File: config.mk
export PLATFORM = sky130hd
export DESIGN_NAME = hdmi_channel_framer_flat
export DESIGN_NICKNAME = d
export VERILOG_FILES = /design/src/rtl/hdmi_channel_framer_if.sv /design/src/rtl/hdmi_channel_framer.sv /design/src/flat_wrapper.sv
export SDC_FILE = /design/constraint.sdc
export NUM_CORES = 1
export LEC_CHECK = 0
export BUFFER_PORTS_ARGS = -buffer_cell sky130_fd_sc_hd__buf_2
export CAP_MARGIN = 20
export CORE_UTILIZATION = 57
export CTS_CLUSTER_SIZE = 10
export DETAILED_ROUTE_END_ITERATION = 8
export PLACE_DENSITY = 0.81
export SYNTH_ARGS = -nofsm -noshare
export SYNTH_HDL_FRONTEND = slang
export SYNTH_SLANG_ARGS = --single-unit
File: constraint.sdc
create_clock -name clk -period 2.3 [get_ports clk]
set_input_delay 0.69 -clock clk [delete_from_list [all_inputs] [get_ports clk]]
set_output_delay 0.69 -clock clk [all_outputs]
set_load 0.05 [all_outputs]
File: src/rtl/hdmi_channel_framer_if.sv
// Bundle between the period sequencer / aux packer side and the channel framer.
// The master drives period code, sync, pixels and aux; the slave returns encoder controls and status.
interface hdmi_channel_framer_if;
   logic [2:0] opmode;
   logic       hsync;
   logic       vsync;
   logic [1:0] scale_mode;
   logic [7:0] pixel0;
   logic [7:0] pixel1;
   logic [7:0] pixel2;
   logic [3:0] aux0;
   logic [3:0] aux1;
   logic [3:0] aux2;
   logic       err_clear;

   logic [1:0] ch0_mode;
   logic [1:0] ch1_mode;
   logic [1:0] ch2_mode;
   logic [1:0] ch0_ctrl;
   logic [1:0] ch1_ctrl;
   logic [1:0] ch2_ctrl;
   logic       ch2_guard;
   logic [7:0] ch0_pix;
   logic [7:0] ch1_pix;
   logic [7:0] ch2_pix;
   logic [3:0] ch0_aux;
   logic [3:0] ch1_aux;
   logic [3:0] ch2_aux;
   logic       seq_error;
   logic [2:0] err_code;
   logic [2:0] chk_state;

   // Fields are sampled every clock; there is no back-pressure, so no valid/ready pair exists.
   modport master (
      output opmode, hsync, vsync, scale_mode, pixel0, pixel1, pixel2,
             aux0, aux1, aux2, err_clear,
      input  ch0_mode, ch1_mode, ch2_mode, ch0_ctrl, ch1_ctrl, ch2_ctrl,
             ch2_guard, ch0_pix, ch1_pix, ch2_pix, ch0_aux, ch1_aux, ch2_aux,
             seq_error, err_code, chk_state
   );

   modport slave (
      input  opmode, hsync, vsync, scale_mode, pixel0, pixel1, pixel2,
             aux0, aux1, aux2, err_clear,
      output ch0_mode, ch1_mode, ch2_mode, ch0_ctrl, ch1_ctrl, ch2_ctrl,
             ch2_guard, ch0_pix, ch1_pix, ch2_pix, ch0_aux, ch1_aux, ch2_aux,
             seq_error, err_code, chk_state
   );
endinterface

File: src/rtl/hdmi_channel_framer.sv
// Turns the per-cycle HDMI period code into TMDS encoder controls for three channels,
// scales pixels, delay-matches every field and checks the period sequence.
module hdmi_channel_framer #(
   parameter int DELAY       = 2,
   parameter bit DVI_MODE    = 1'b0,
   parameter int MAX_PACKETS = 18
) (
   input logic                  clk,
   input logic                  rst_n,
   hdmi_channel_framer_if.slave bus
);

   typedef struct packed {
      logic [1:0] m0;
      logic [1:0] m1;
      logic [1:0] m2;
      logic [1:0] c0;
      logic [1:0] c1;
      logic [1:0] c2;
      logic       g;
      logic [7:0] p0;
      logic [7:0] p1;
      logic [7:0] p2;
      logic [3:0] a0;
      logic [3:0] a1;
      logic [3:0] a2;
   } fields_t;

   localparam fields_t IDLE = '{m0: 2'b10, m1: 2'b10, m2: 2'b10,
                                c0: 2'b00, c1: 2'b00, c2: 2'b00, g: 1'b0,
                                p0: 8'd0, p1: 8'd0, p2: 8'd0,
                                a0: 4'd0, a1: 4'd0, a2: 4'd0};

   localparam logic [9:0] MAX_RUN = 10'(MAX_PACKETS * 32);

   typedef enum logic [2:0] {
      S_CTRL, S_VPRE, S_VGUARD, S_VIDEO, S_APRE, S_AGUARD1, S_ADATA, S_AGUARD2
   } chk_state_t;

   function automatic logic [7:0] scale(input logic [7:0] x, input logic [1:0] sm,
                                        input logic ycc_ch);
      logic [8:0] lim;
      lim = 9'd16 + 9'(x >> 1) + 9'(x >> 2) + 9'(x >> 3);
      case (sm)
         2'b01:   scale = lim[7:0];
         2'b10:   scale = ycc_ch ? 8'(lim + 9'(x >> 4)) : lim[7:0];
         default: scale = x;
      endcase
   endfunction

   fields_t    nxt;
   fields_t    pipe [DELAY];
   logic [2:0] eff_op;

   always_comb begin
      nxt    = IDLE;
      eff_op = bus.opmode;
      // In DVI only video survives; every island or preamble code becomes a plain control period.
      if (DVI_MODE && bus.opmode != 3'b011) eff_op = 3'b000;
      case (eff_op)
         3'b111: nxt.c1 = 2'b01;
         3'b110: begin
            nxt.m0 = 2'b00; nxt.m1 = 2'b00; nxt.m2 = 2'b00;
            nxt.g  = 1'b1;
         end
         3'b101: begin
            nxt.c1 = 2'b01; nxt.c2 = 2'b01;
         end
         3'b100: begin
            nxt.m0 = 2'b01; nxt.m1 = 2'b00; nxt.m2 = 2'b00;
         end
         3'b011: begin
            nxt.m0 = 2'b11; nxt.m1 = 2'b11; nxt.m2 = 2'b11;
         end
         3'b001: begin
            nxt.m0 = 2'b01; nxt.m1 = 2'b01; nxt.m2 = 2'b01;
         end
         default: ;
      endcase
      nxt.c0 = {bus.vsync, bus.hsync};
      nxt.p0 = scale(bus.pixel0, bus.scale_mode, 1'b1);
      nxt.p1 = scale(bus.pixel1, bus.scale_mode, 1'b0);
      nxt.p2 = scale(bus.pixel2, bus.scale_mode, 1'b1);
      nxt.a0 = bus.aux0;
      nxt.a1 = bus.aux1;
      nxt.a2 = bus.aux2;
   end

   always_ff @(posedge clk or negedge rst_n) begin
      if (!rst_n) begin
         for (int i = 0; i < DELAY; i++) pipe[i] <= IDLE;
      end else begin
         pipe[0] <= nxt;
         for (int i = 1; i < DELAY; i++) pipe[i] <= pipe[i-1];
      end
   end

   assign bus.ch0_mode  = pipe[DELAY-1].m0;
   assign bus.ch1_mode  = pipe[DELAY-1].m1;
   assign bus.ch2_mode  = pipe[DELAY-1].m2;
   assign bus.ch0_ctrl  = pipe[DELAY-1].c0;
   assign bus.ch1_ctrl  = pipe[DELAY-1].c1;
   assign bus.ch2_ctrl  = pipe[DELAY-1].c2;
   assign bus.ch2_guard = pipe[DELAY-1].g;
   assign bus.ch0_pix   = pipe[DELAY-1].p0;
   assign bus.ch1_pix   = pipe[DELAY-1].p1;
   assign bus.ch2_pix   = pipe[DELAY-1].p2;
   assign bus.ch0_aux   = pipe[DELAY-1].a0;
   assign bus.ch1_aux   = pipe[DELAY-1].a1;
   assign bus.ch2_aux   = pipe[DELAY-1].a2;

   chk_state_t state;
   chk_state_t tgt;
   logic [9:0] run;
   logic       stay;
   logic       legal;
   logic [2:0] len_code;
   logic       err_det;
   logic [2:0] det_code;
   logic       err_flag;
   logic [2:0] err_cause;

   // tgt is the state implied by the current code; legal moves and resync both land there.
   always_comb begin
      tgt = S_CTRL;
      case (bus.opmode)
         3'b111: tgt = S_VPRE;
         3'b110: tgt = S_VGUARD;
         3'b011: tgt = S_VIDEO;
         3'b101: tgt = S_APRE;
         3'b100: tgt = (state == S_ADATA || state == S_AGUARD2) ? S_AGUARD2 : S_AGUARD1;
         3'b001: tgt = S_ADATA;
         default: tgt = S_CTRL;
      endcase
      stay = (tgt == state);

      legal = 1'b0;
      case (state)
         S_CTRL:    legal = (tgt == S_VPRE) || (tgt == S_APRE);
         S_VPRE:    legal = (tgt == S_VGUARD);
         S_VGUARD:  legal = (tgt == S_VIDEO);
         S_VIDEO:   legal = (tgt == S_CTRL);
         S_APRE:    legal = (tgt == S_AGUARD1);
         S_AGUARD1: legal = (tgt == S_ADATA);
         S_ADATA:   legal = (tgt == S_AGUARD2);
         S_AGUARD2: legal = (tgt == S_CTRL);
         default:   legal = 1'b0;
      endcase

      // Lengths are judged on the run that just ended, when the code moves on.
      len_code = 3'd0;
      case (state)
         S_VPRE, S_APRE:                  if (run != 10'd8) len_code = 3'd1;
         S_VGUARD, S_AGUARD1, S_AGUARD2:  if (run != 10'd2) len_code = 3'd2;
         S_ADATA: begin
            if (run[4:0] != 5'd0)   len_code = 3'd3;
            else if (run > MAX_RUN) len_code = 3'd4;
         end
         default: len_code = 3'd0;
      endcase

      err_det  = !stay && (!legal || len_code != 3'd0);
      det_code = !legal ? 3'd5 : len_code;
   end

   always_ff @(posedge clk or negedge rst_n) begin
      if (!rst_n) begin
         state     <= S_CTRL;
         run       <= 10'd0;
         err_flag  <= 1'b0;
         err_cause <= 3'd0;
      end else begin
         state <= tgt;
         if (stay) run <= (run == 10'd1023) ? run : run + 10'd1;
         else      run <= 10'd1;
         if (err_det && (!err_flag || bus.err_clear)) begin
            err_flag  <= 1'b1;
            err_cause <= det_code;
         end else if (bus.err_clear) begin
            err_flag  <= 1'b0;
            err_cause <= 3'd0;
         end
      end
   end

   // Status flags come straight from the checker registers, one cycle after the offending code.
   assign bus.seq_error = err_flag;
   assign bus.err_code  = err_cause;
   assign bus.chk_state = state;

endmodule

File: src/flat_wrapper.sv
// flat-port wrapper written by rule: the top's interface ports become plain ports
module hdmi_channel_framer_flat 
#(
   parameter int DELAY       = 2,
   parameter bit DVI_MODE    = 1'b0,
   parameter int MAX_PACKETS = 18
)
  (clk, rst_n, bus_opmode, bus_hsync, bus_vsync, bus_scale_mode, bus_pixel0, bus_pixel1, bus_pixel2, bus_aux0, bus_aux1, bus_aux2, bus_err_clear, bus_ch0_mode, bus_ch1_mode, bus_ch2_mode, bus_ch0_ctrl, bus_ch1_ctrl, bus_ch2_ctrl, bus_ch2_guard, bus_ch0_pix, bus_ch1_pix, bus_ch2_pix, bus_ch0_aux, bus_ch1_aux, bus_ch2_aux, bus_seq_error, bus_err_code, bus_chk_state);
  hdmi_channel_framer_if bus_i ();
  input logic clk;
  input logic rst_n;
  input wire logic [$bits(bus_i.opmode)-1:0] bus_opmode;
  input wire logic [$bits(bus_i.hsync)-1:0] bus_hsync;
  input wire logic [$bits(bus_i.vsync)-1:0] bus_vsync;
  input wire logic [$bits(bus_i.scale_mode)-1:0] bus_scale_mode;
  input wire logic [$bits(bus_i.pixel0)-1:0] bus_pixel0;
  input wire logic [$bits(bus_i.pixel1)-1:0] bus_pixel1;
  input wire logic [$bits(bus_i.pixel2)-1:0] bus_pixel2;
  input wire logic [$bits(bus_i.aux0)-1:0] bus_aux0;
  input wire logic [$bits(bus_i.aux1)-1:0] bus_aux1;
  input wire logic [$bits(bus_i.aux2)-1:0] bus_aux2;
  input wire logic [$bits(bus_i.err_clear)-1:0] bus_err_clear;
  output wire logic [$bits(bus_i.ch0_mode)-1:0] bus_ch0_mode;
  output wire logic [$bits(bus_i.ch1_mode)-1:0] bus_ch1_mode;
  output wire logic [$bits(bus_i.ch2_mode)-1:0] bus_ch2_mode;
  output wire logic [$bits(bus_i.ch0_ctrl)-1:0] bus_ch0_ctrl;
  output wire logic [$bits(bus_i.ch1_ctrl)-1:0] bus_ch1_ctrl;
  output wire logic [$bits(bus_i.ch2_ctrl)-1:0] bus_ch2_ctrl;
  output wire logic [$bits(bus_i.ch2_guard)-1:0] bus_ch2_guard;
  output wire logic [$bits(bus_i.ch0_pix)-1:0] bus_ch0_pix;
  output wire logic [$bits(bus_i.ch1_pix)-1:0] bus_ch1_pix;
  output wire logic [$bits(bus_i.ch2_pix)-1:0] bus_ch2_pix;
  output wire logic [$bits(bus_i.ch0_aux)-1:0] bus_ch0_aux;
  output wire logic [$bits(bus_i.ch1_aux)-1:0] bus_ch1_aux;
  output wire logic [$bits(bus_i.ch2_aux)-1:0] bus_ch2_aux;
  output wire logic [$bits(bus_i.seq_error)-1:0] bus_seq_error;
  output wire logic [$bits(bus_i.err_code)-1:0] bus_err_code;
  output wire logic [$bits(bus_i.chk_state)-1:0] bus_chk_state;
  assign bus_i.opmode = bus_opmode;
  assign bus_i.hsync = bus_hsync;
  assign bus_i.vsync = bus_vsync;
  assign bus_i.scale_mode = bus_scale_mode;
  assign bus_i.pixel0 = bus_pixel0;
  assign bus_i.pixel1 = bus_pixel1;
  assign bus_i.pixel2 = bus_pixel2;
  assign bus_i.aux0 = bus_aux0;
  assign bus_i.aux1 = bus_aux1;
  assign bus_i.aux2 = bus_aux2;
  assign bus_i.err_clear = bus_err_clear;
  assign bus_ch0_mode = bus_i.ch0_mode;
  assign bus_ch1_mode = bus_i.ch1_mode;
  assign bus_ch2_mode = bus_i.ch2_mode;
  assign bus_ch0_ctrl = bus_i.ch0_ctrl;
  assign bus_ch1_ctrl = bus_i.ch1_ctrl;
  assign bus_ch2_ctrl = bus_i.ch2_ctrl;
  assign bus_ch2_guard = bus_i.ch2_guard;
  assign bus_ch0_pix = bus_i.ch0_pix;
  assign bus_ch1_pix = bus_i.ch1_pix;
  assign bus_ch2_pix = bus_i.ch2_pix;
  assign bus_ch0_aux = bus_i.ch0_aux;
  assign bus_ch1_aux = bus_i.ch1_aux;
  assign bus_ch2_aux = bus_i.ch2_aux;
  assign bus_seq_error = bus_i.seq_error;
  assign bus_err_code = bus_i.err_code;
  assign bus_chk_state = bus_i.chk_state;
  hdmi_channel_framer #(.DELAY(DELAY), .DVI_MODE(DVI_MODE), .MAX_PACKETS(MAX_PACKETS)) u_core (.clk(clk), .rst_n(rst_n), .bus(bus_i));
endmodule
# ---- Word level (Yosys, flattened, before mapping)
# Cells that the tools add are included.
dict set report word_totals {
  wordCells 111
  input_bits 46
  output_inout_bits 56
  register_bits 115
}
dict set report classes {
  addsub 12
  n_eq_ne 27
  muxes 22
  order_cmp 1
  reduce_logical 19
}
# operator count
set op_table {}
lappend op_table {{$eq A3 B3 Y1 const B} 12}
lappend op_table {{$pmux W8 S2} 2}
lappend op_table {{$add A5 B7 Y8 const A} 3}
lappend op_table {{$add A8 B5 Y8} 3}
lappend op_table {{$add A8 B6 Y8} 3}
lappend op_table {{$pmux W6 S4} 1}
lappend op_table {{$mux W10} 2}
lappend op_table {{$pmux W3 S6} 1}
lappend op_table {{$add A8 B4 Y8} 2}
lappend op_table {{$eq A3 B2 Y1 const B} 5}
lappend op_table {{$mux W3} 5}
lappend op_table {{$add A10 B1 Y10 const B} 1}
lappend op_table {{$eq A10 B10 Y1 const B} 1}
lappend op_table {{$gt A10 B10 Y1 const B} 1}
lappend op_table {{$ne A10 B2 Y1 const B} 1}
lappend op_table {{$ne A10 B4 Y1 const B} 1}
lappend op_table {{$eq A3 B1 Y1 const B} 3}
lappend op_table {{$pmux W3 S3} 1}
lappend op_table {{$mux W8} 1}
lappend op_table {{$reduce_or A2 Y1} 4}
lappend op_table {{$pmux W1 S7} 1}
lappend op_table {{$logic_not A3 Y1} 2}
lappend op_table {{$mux W1} 6}
lappend op_table {{$reduce_bool A5 Y1} 1}
lappend op_table {{other kinds (11)} 18}

# ---- Longest topological paths before layout
# Gate-level depths: netlist of the first run.
dict set report depth {
  depth_word 12
  mapped_depth 12
  ltp_nobuf 12
}

# ---- Worst setup path before layout of the first run
# Ideal clock, no wire load.
dict set report synth_path {
  kind {input port to flip-flop}
  startpoint {in bus_pixel2[4]}
  endpoint {reg u_core.pipe[68] (netlist name)}
  path_buffers 0
  required_time_ns 2.231
  setup_slack_ns -1.162
  path_stages 11
  arrival_ns 3.393
  setup_ns 0.069
  cell_sequence {inv_1 > fa_1 > inv_1 > ha_1 > ha_1 > fa_1 > ha_1 > nor2b_1 > o21ai_1 > or4_1 > nand3_1}
}
# element line_no
set synth_lines {}
lappend synth_lines {{start: declaration} flat_wrapper.sv:18} ;# input wire logic [$bits(bus_i.pixel2)-1:0] bus_pixel2;
lappend synth_lines {{end: declaration} hdmi_channel_framer.sv:52} ;# fields_t pipe [DELAY];

==> flow_metrics.tcl, run 1 <==
set metrics [dict create \
    status "complete, but fails checks" \
    violations "negative setup slack" \
    setup_viol 15 \
    clk_latency_ps 360 \
    avgRoutedWirePerCell_microns 16.18 \
    r2r_end "u_core.bus.err_code[1]$_DFFE_PN0P_" \
    synth_cells 520 \
    clk_pin_slew_ps 90 \
    critPathTopFamily "adder cells" \
    ys_warn_count 0 \
    p_leak_nw 3.625 \
    grt_max_degree 44 \
    syn_to_final_growth_pct 28.04 \
    htreeDepth 3 \
    finalWorstSetupSlack_ps -904.2 \
    synth_ff_type "dfrtp_1" \
    port_buffers 99 \
    regArea_sq_um 2630 \
    cts_buffer_depth 2 \
    antenna_found_initial 0 \
    synth_edf_count 0 \
    start_util 0.5939 \
    reg2reg_from "u_core.bus.chk_state[2]$_DFF_PN0_" \
    rsz0062_at_grt "yes" \
    power.total_mw 6.093 \
    diodes 0 \
    peakVddDrop_uv 434.5 \
    worstPathArrival_ps 3500 \
    drc 0 \
    io_pins 102 \
    die_h_microns 103.4 \
    crit_buf_inv 3 \
    worstPathCellList "buf_8 > clkinvlp_4 > fa_1 > inv_2 > ha_4 > ha_4 > fa_2 > ha_4 > nor2b_4 > o21ai_4 > or4_4 > nand3_2" \
    grt_overflow 0 \
    crit_top_cell "ha_4" \
    slew_violations 0 \
    cap_violations 0 \
    dpl.cell_count 743 \
    cp-end-kind "flop" \
    slew_headroom 0.4509 \
    reg2reg_slack_ps 330 \
    stdcell_count 781 \
    ys_seq_area_frac 0.4490 \
    crit_slowest_cell "or4_4" \
    final_area_sq_um 7501 \
    fmax_ghz 0.3121 \
    cts_tree "done" \
    cts.sinks 105 \
    final_hold_viol_count 0 \
    dr.pass1.iters 4 \
    die_w_microns 103.4 \
    drive_gt1_frac 0.4552 \
    ys_ff_latch 105 \
    multi_input_area_sq_um 3113 \
    placedInstanceArea_sq_um 6624 \
    die_area_sq_um 10690 \
    worst_pin_slew_ps 823.6 \
    grt_pass1_wl_microns 19630 \
    r2r_cells 6 \
    finalWirelength_microns 12630 \
    grt_usage 0.2439 \
    async_reset_ff_frac 1.000 \
    numCtsBuffers 9 \
    fillers 599 \
    crit_fanout 3 \
    nets 758 \
    coreArea_sq_um 9864 \
    critPathMaxStageDelay_ps 540 \
    vias 4130 \
    syn-cell-area_sq_um 5858 \
    syn_avg_cell_area_sq_um 11.27 \
    start_kind "primary input" \
    hold_path_class "primary input to asynchronous set/reset pin" \
    cp.required_ps 2600 \
    yosys.cell_types.count 70 \
    fin_crit_ps 3204 \
    skew_ps 4.153 \
    period_share 1.393 \
    cts-root-buf "clkbuf_8" \
    power.density_nw_per_um2 812.3 \
    place_congestion 0.8777 \
    rows 36 \
    drt_iter0_drc 104 \
    path_class "primary input to flop" \
    hpwl_microns 8515 \
    grt_pass1_vias 4234 \
    viasPerCell 5.288 \
    ant_nets 0 \
]
==> registers in the layout, indices dropped and copies added (netlist names), 2 cells and up <==
| name | cells |
|---|---|
| u_core.bus.ch0_ctrl | 2 |
| u_core.bus.chk_state | 3 |
| u_core.bus.ch0_mode | 2 |
| u_core.bus.err_code | 3 |
| u_core.bus.ch2_pix | 8 |
| u_core.run | 10 |
| u_core.bus.ch0_aux | 4 |
| u_core.bus.ch1_aux | 4 |
| u_core.bus.ch1_pix | 8 |
| u_core.bus.ch0_pix | 8 |
| u_core.pipe | 44 |
| u_core.bus.ch2_aux | 4 |
==> metrics by stage <==
step / util / hold slack (ps) / worst slack (ps) / TNS [ps]
2_1_floorplan: - / 331.2 / -1112 / -11520
3_3_place_gp: 0.6715 / 331.4 / -1276 / -16130
3_5_place_dp: 0.6715 / 334.7 / -1404 / -17560
4_1_cts: 0.7277 / 300.7 / -878.1 / -7704
5_1_grt: 0.7604 / 330.3 / -957.2 / -9691
6_report: 0.7604 / 306.1 / -904.2 / -8713
==> metal layers <==
layer / global-route usage / part of all wire
met5: 0 / 0
met4: 0.1138 / 0.033
met3: 0.02890 / 0.044
met2: 0.4549 / 0.53
met1: 0.2776 / 0.40
==> cell usage in the layout, fill, tap and decap left out, types with 4 or more instances in the layout <==
cell        instances
a22oi_2             4
a21oi_2             8
inv_1              42
nand2_1            26
a21oi_1            15
a22oi_1             4
nand2b_1            9
o21ai_1             9
inv_2               8
nor2b_1             8
clkinvlp_4          4
xnor2_1             4
ha_4               18
a21o_1              9
nor2_1             19
fa_1               14
o21ai_0            10
nand3_1             4
buf_2              90
xor2_1              8
ha_1               30
xnor2_2             7
buf_6              11
clkbuf_8            9
dfrtp_1           103
fa_2                6
buf_4              64
buf_8               5
a221oi_2            6
==> worst max path at each step <==
stage	startpoint	to	slack [ps]	depth (start not counted)
3_3_place_gp	bus_pixel2[4]	u_core.pipe[68]$_DFF_PN0_	-1280	12
5_1_grt	bus_pixel2[4]	u_core.pipe[68]$_DFF_PN0_	-960	12
4_1_cts	bus_pixel2[4]	u_core.pipe[68]$_DFF_PN0_	-880	12
2_1_floorplan	bus_pixel0[5]	u_core.pipe[84]$_DFF_PN0_	-1110	11
6_report	bus_pixel0[5]	u_core.pipe[84]$_DFF_PN0_	-900	12
3_5_place_dp	bus_pixel0[5]	u_core.pipe[83]$_DFF_PN0_	-1400	12
==> synth_stat cells, drive strengths merged (2+ instances only) <==
library cell	count	share of area
dfrtp	103	0.44
buf	55	0.072
inv	53	0.034
ha	49	0.10
nand2	27	0.018
a21oi	26	0.025
o21ai	23	0.020
fa	20	0.068
nor2	19	0.012
xnor2	13	0.022
xor2	12	0.018
nand2b	11	0.013
nor2b	10	0.011
a21o	9	0.012
a22oi	8	0.010
clkbuf	7	0.0045
a221oi	6	0.0090
nand3	6	0.0060
mux2	5	0.0096
nor3b	5	0.0073
a32o	3	0.0058
and2	3	0.0034
and3b	3	0.0047
nand4	3	0.0032
a2111o	2	0.0038
a211oi	2	0.0026
a31oi	2	0.0021
and2b	2	0.0030
dfstp	2	0.0090
nor3	2	0.0017
nor4	2	0.0032
nor4b	2	0.0041
o221ai	2	0.0030
o311ai	2	0.0030
o31ai	2	0.0034
or3	2	0.0021
or4	2	0.0026
==> repair_timing <==
| item | in CTS | in global routing |
|---|---|---|
| setup endpoints to repair | 15 | 18 |
| setup buffers | 13 | 11 |
| hold buffers | 0 | 0 |
| gates resized for setup | 48 | 54 |
| pin swaps | 41 | 40 |
==> power breakdown <==
part	switching, mW	internal [mW]	total, mW
combinational	1.56	1.29	2.84
clock	0.583	0.501	1.08
sequential	0.0916	2.07	2.16
total	2.23	3.86	6.09
==> cell type report <==
cell class                      count  area share
Clock buffer                        9     0.01651
Clock inverter                      7    0.009174
Inverter                           53     0.02786
Multi-Input combinational cell    301      0.4150
Sequential cell                   105      0.3506
Tap cell                          133     0.02219
Timing Repair Buffer              173      0.1586
==> kinds of logic after synthesis <==
group | synth area share
buf+inv | 0.1100
flops | 0.4490
simple gates | 0.1036
compound gates | 0.1126
fa+ha+maj | 0.1730
xor+xnor | 0.03994
mux | 0.01132
other cells | 0.0006401
Note: power is estimated with default switching activity, not from simulation.
==> run 2, diff against run 1 <==
- CELL_PAD_IN_SITES_DETAIL_PLACEMENT: default -> 0
- CELL_PAD_IN_SITES_GLOBAL_PLACEMENT: default -> 1
- CORE_UTILIZATION: 57 -> 35
- PLACE_DENSITY: 0.81 -> default
- PLACE_DENSITY_LB_ADDON: default -> 0.1
==> flow_metrics.tcl, run 2 (synthesis results as in run 1) <==
set metrics [dict create \
    avgRoutedWirePerCell_microns 13.76 \
    cts.sinks 105 \
    period_share 1.382 \
    viasPerCell 4.567 \
    die_w_microns 131.4 \
    rows 46 \
    hold_buffers 0 \
    place_congestion 0.7665 \
    stdcell_count 877 \
    start_kind "primary input" \
    layout_common_cells "103 x dfrtp_1, 91 x buf_2, 78 x buf_4, 42 x inv_1, 32 x ha_1" \
    crit_fanout 4 \
    mostFrequentLayoutCell "dfrtp_1" \
    utilization 0.4778 \
    top_regs "u_core.pipe (44), u_core.run (10)" \
    coreArea_sq_um 16120 \
    nets 772 \
    diodes 0 \
    largest_register_ffs 44 \
    final_area_sq_um 7700 \
    drive_gt1_frac 0.4463 \
    clk_latency_ps 340 \
    numCtsBuffers 9 \
    final_hold_viol_count 0 \
    htreeDepth 3 \
    clk_pin_slew_ps 70 \
    status "complete, but fails checks" \
    fin_tns_setup_ps -8052 \
    cap_violations 0 \
    hpwl_microns 8699 \
    finalWirelength_microns 12070 \
    crit_slowest_cell "fa_1" \
    cp.required_ps 2580 \
    slew_headroom 0.4816 \
    ant_nets 0 \
    peakVddDrop_uv 373.2 \
    rsz0062_at_grt "yes" \
    cts_tree "done" \
    antenna_found_initial 0 \
    critPathMaxStageDelay_ps 540 \
    cp-end-kind "flop" \
    dr.pass1.iters 6 \
    grt_max_degree 59 \
    crit_top_cell "ha_4" \
    grt_usage 0.1466 \
    start_util 0.3635 \
    placedInstanceArea_sq_um 6745 \
    fillers 1501 \
    io_pins 102 \
    grt_pass1_wl_microns 20050 \
    dpl.cell_count 830 \
    vias 4005 \
    slew_violations 0 \
    fmax_ghz 0.3146 \
    syn_to_final_growth_pct 31.44 \
    die_h_microns 131.4 \
    drc 0 \
    drt_iter0_drc 138 \
    cts-root-buf "clkbuf_16" \
    setup_viol 15 \
    port_buffers 99 \
    p_leak_nw 3.700 \
    violations "negative setup slack" \
    die_area_sq_um 17260 \
    worst_pin_slew_ps 777.7 \
    power.density_nw_per_um2 821.1 \
    top_register "u_core.pipe" \
    finalWorstSetupSlack_ps -879.0 \
    hold_path_class "primary input to asynchronous set/reset pin" \
    hold_slack_ps 230.2 \
    grt_pass1_vias 4031 \
    skew_ps 6.370 \
    fin_crit_ps 3179 \
    grt_overflow 0 \
    worstPathCellList "buf_8 > clkinvlp_4 > fa_1 > inv_2 > ha_4 > ha_4 > fa_2 > ha_4 > nor2b_4 > o21ai_2 > or4_1 > nand3_1" \
    worstPathArrival_ps 3460 \
    cts_buffer_depth 2 \
    path_class "primary input to flop" \
]
-- run 2: cell count changes in the layout (fill, tap and decap cells not counted), moves of 3 or more --
cell,previous run,this run
buf_4,64,78
xnor2_1,4,7
a21oi_2,8,4
clkbuf_16,0,9
clkbuf_8,9,1
-- run 2: power by group --
group,total (mW),internal (mW),switching [mW]
sequential,2.15,2.08,0.0791
clock,1.51,0.869,0.639
combinational,2.66,1.21,1.45
-- run 2: timing repair --
item                                    4_1_cts  5_1_grt
gates resized for setup                      56       27
endpoints found under the setup margin       16       17
buffers inserted                             30        5
endpoints found under the hold margin         0        0
pin swaps                                    46       29
-- run 2: metrics by stage --
stage	total power, mW	worst slack, ps
finish	6.322	-879.0
global route	6.683	-937.7
detailed placement	4.336	-1369
global placement	4.292	-1294
CTS	6.185	-880.4
floorplan	3.793	-1112
-- run 2: worst paths after layout --
check,startpoint,end,slack [ps],cells past startpoint
max in group asynchronous,rst_n,u_core.bus.ch0_mode[1]$_DFF_PN1_,1430,2
max,bus_pixel2[4],u_core.pipe[68]$_DFF_PN0_,-880,12
min,rst_n,u_core.bus.ch1_pix[1]$_DFF_PN0_,230,1
min reg2reg,u_core.pipe[50]$_DFF_PN0_,u_core.bus.ch2_aux[1]$_DFF_PN0_,350,0
min in group clk,u_core.pipe[50]$_DFF_PN0_,u_core.bus.ch2_aux[1]$_DFF_PN0_,350,0
max reg2reg,u_core.run[0]$_DFFE_PN0P_,u_core.run[7]$_DFFE_PN0P_,400,7
-- run 2: area by class of cell --
| type | count | area (sq um) | area share |
|---|---|---|---|
| Inverter | 53 | 206.4 | 0.02681 |
| Tap cell | 216 | 270.3 | 0.03510 |
| Clock buffer | 11 | 242.7 | 0.03152 |
| Timing Repair Buffer | 187 | 1272 | 0.1653 |
| Sequential cell | 105 | 2630 | 0.3416 |
| Multi-Input combinational cell | 301 | 3027 | 0.3931 |
| Clock inverter | 4 | 51.30 | 0.006662 |
-- run 2: routing by layer --
| layer | vias to the layer above | track usage | wire (microns) |
|---|---|---|---|
| li1 | 1964 | - | - |
| met1 | 1925 | 0.1943 | 5567 |
| met2 | 97 | 0.2329 | 5766 |
| met3 | 19 | 0.02816 | 472 |
| met4 | 0 | 0.06460 | 259 |
| met5 | - | 0 | 0 |
-- run 2: critical path, delay by kind of cell --
family                     cells  cell delay [ps]
AOI/OAI and AO/OA              1               60
adders and majority gates      5             1720
buffers and inverters          3              250
and+or+nand+nor                3              730
==> run 3, diff against run 2 <==
- SKIP_LAST_GASP: default -> 1
==> flow_metrics.tcl, run 3 (synthesis results as in run 1) <==
set metrics [dict create \
    fillers 1491 \
    crit_top_cell "buf_4" \
    diodes 0 \
    p_int_mw 4.148 \
    cts_tree "done" \
    avgRoutedWirePerCell_microns 13.72 \
    setup_viol 16 \
    final_hold_viol_count 0 \
    htreeDepth 3 \
    sw_frac_of_total 0.3412 \
    clkPwrFrac 0.240 \
    slew_violations 0 \
    grt_pass1_wl_microns 19920 \
    critPathLaunch "bus_pixel2[4]" \
    fin_tns_setup_ps -8230 \
    cp.required_ps 2570 \
    hold_path_class "primary input to asynchronous set/reset pin" \
    rsz0062_at_grt "yes" \
    power.density_nw_per_um2 822.4 \
    start_kind "primary input" \
    clk_latency_ps 340 \
    largest_register_ffs 44 \
    dp_slack_ps -1369 \
    nets 773 \
    worstPathArrival_ps 3460 \
    critPathTopFamily "buffers and inverters" \
    io_pins 102 \
    crit_slowest_cell "buf_6" \
    syn_to_final_growth_pct 30.71 \
    finalWorstSetupSlack_ps -889.3 \
    placedInstanceArea_sq_um 6745 \
    p_switching_mw 2.149 \
    skew_ps 4.886 \
    fin_crit_ps 3189 \
    die_area_sq_um 17260 \
    use_met1 0.1913 \
    final_area_sq_um 7657 \
    peakVddDrop_uv 372.7 \
    viasPerCell 4.576 \
    crit_buf_inv 22 \
    hpwl_microns 8699 \
    reg2reg_from "u_core.run[0]$_DFFE_PN0P_" \
    ant_nets 0 \
    port_buffers 99 \
    finalWirelength_microns 12050 \
    place_congestion 0.7665 \
    numCtsBuffers 9 \
    cts_buffer_depth 2 \
    worst_pin_slew_ps 793.9 \
    violations "negative setup slack" \
    gr-usage-met3 0.03164 \
    grtUsageMet2 0.2352 \
    antenna_found_initial 0 \
    start_util 0.3635 \
    p_leak_nw 3.693 \
    fmax_ghz 0.3135 \
    die_h_microns 131.4 \
    layout_common_cells "103 x dfrtp_1, 92 x buf_2, 80 x buf_4, 43 x inv_1, 33 x ha_1" \
    power_frac_seq 0.342 \
    top_register "u_core.pipe" \
    status "complete, but fails checks" \
    cap_violations 0 \
    dr.pass1.iters 4 \
    top_regs "u_core.pipe (44), u_core.run (10)" \
    clk_pin_slew_ps 70 \
    grt_max_degree 59 \
    cp-end-kind "flop" \
    coreArea_sq_um 16120 \
    worstPathCellList "buf_8 > clkinvlp_4 > buf_6 > buf_4 > buf_4 > buf_4 > buf_4 > buf_4 > buf_4 > buf_4 > buf_4 > buf_4 > buf_4 > buf_4 > buf_4 > buf_4 > buf_4 > buf_4 > buf_4 > buf_4 > buf_4 > buf_4 > a21oi_2" \
    rows 46 \
    drive_gt1_frac 0.4396 \
    path_class "primary input to flop" \
    cts.sinks 105 \
    critPathMaxStageDelay_ps 140 \
    power.total_mw 6.297 \
    p_comb_frac 0.418 \
    cts-root-buf "clkbuf_16" \
    grt_usage 0.1459 \
    drt_iter0_drc 149 \
    slew_headroom 0.4707 \
    drc 0 \
    utilization 0.4752 \
    hold_buffers 0 \
    period_share 1.387 \
    vias 4018 \
    die_w_microns 131.4 \
    busiest_layer "met2" \
    crit_fanout 4 \
    grt_overflow 0 \
    mostFrequentLayoutCell "dfrtp_1" \
    grt_pass1_vias 4020 \
]
[run 3: area by class of cell]
class,instances,area (sq um),share of cell area
sequential,105,2630,0.3435
tap,216,270.3,0.03529
multi-input combinational,301,2983,0.3895
clock buffer,11,242.7,0.03170
inverter,53,206.4,0.02696
timing repair buffer,188,1274,0.1663
clock inverter,4,51.30,0.006699
[run 3: worst register-to-register path: stages (launching register included)]
cell and delay [ps]:
dfrtp_1 420, ha_1 240, and2_1 200, nor3b_2 180
nand3_2 160, nand2_1 150, or3_1 340, a21oi_1 150
[run 3: worst paths after layout]
path                                                     to  slack [ps]  depth (start not counted)
max in group asynchronous  u_core.bus.ch0_mode[1]$_DFF_PN1_        1430                          2
setup / recovery                  u_core.pipe[65]$_DFF_PN0_        -890                         23
setup reg to reg                  u_core.run[7]$_DFFE_PN0P_         390                          7
min in group clk            u_core.bus.ch2_aux[1]$_DFF_PN0_         350                          0
hold / removal              u_core.bus.ch1_pix[1]$_DFF_PN0_         230                          1
hold reg to reg             u_core.bus.ch2_aux[1]$_DFF_PN0_         350                          0
[run 3: power by group through the flow]
stage,logic [mW],clock network [mW],registers (mW)
4_1_cts,2.43,1.56,2.16
3_3_place_gp,2.10,0,2.19
3_5_place_dp,2.14,0,2.19
6_report,2.63,1.51,2.15
2_1_floorplan,1.58,0,2.21
5_1_grt,2.85,1.63,2.18
[run 3: routing by layer]
layer	vias to the layer above	wire, microns
li1	1968	-
met1	1924	5569
met2	107	5734
met3	19	523
met4	0	220
met5	-	0
[run 3: timing repair]
item / 4_1_cts / 5_1_grt
gates resized for setup: 48 / 28
setup buffers: 30 / 5
hold endpoints to repair: 0 / 0
setup endpoints to repair: 16 / 17
pin swaps: 46 / 33
[run 3: stage by stage]
step | hold slack, ps | cells
final | 229.7 | 878
after global routing | 237.4 | 878
after CTS | 227.6 | 875
after detailed placement | 334.7 | 830
after global placement | 331.3 | 830
after floorplan | 331.2 | 521
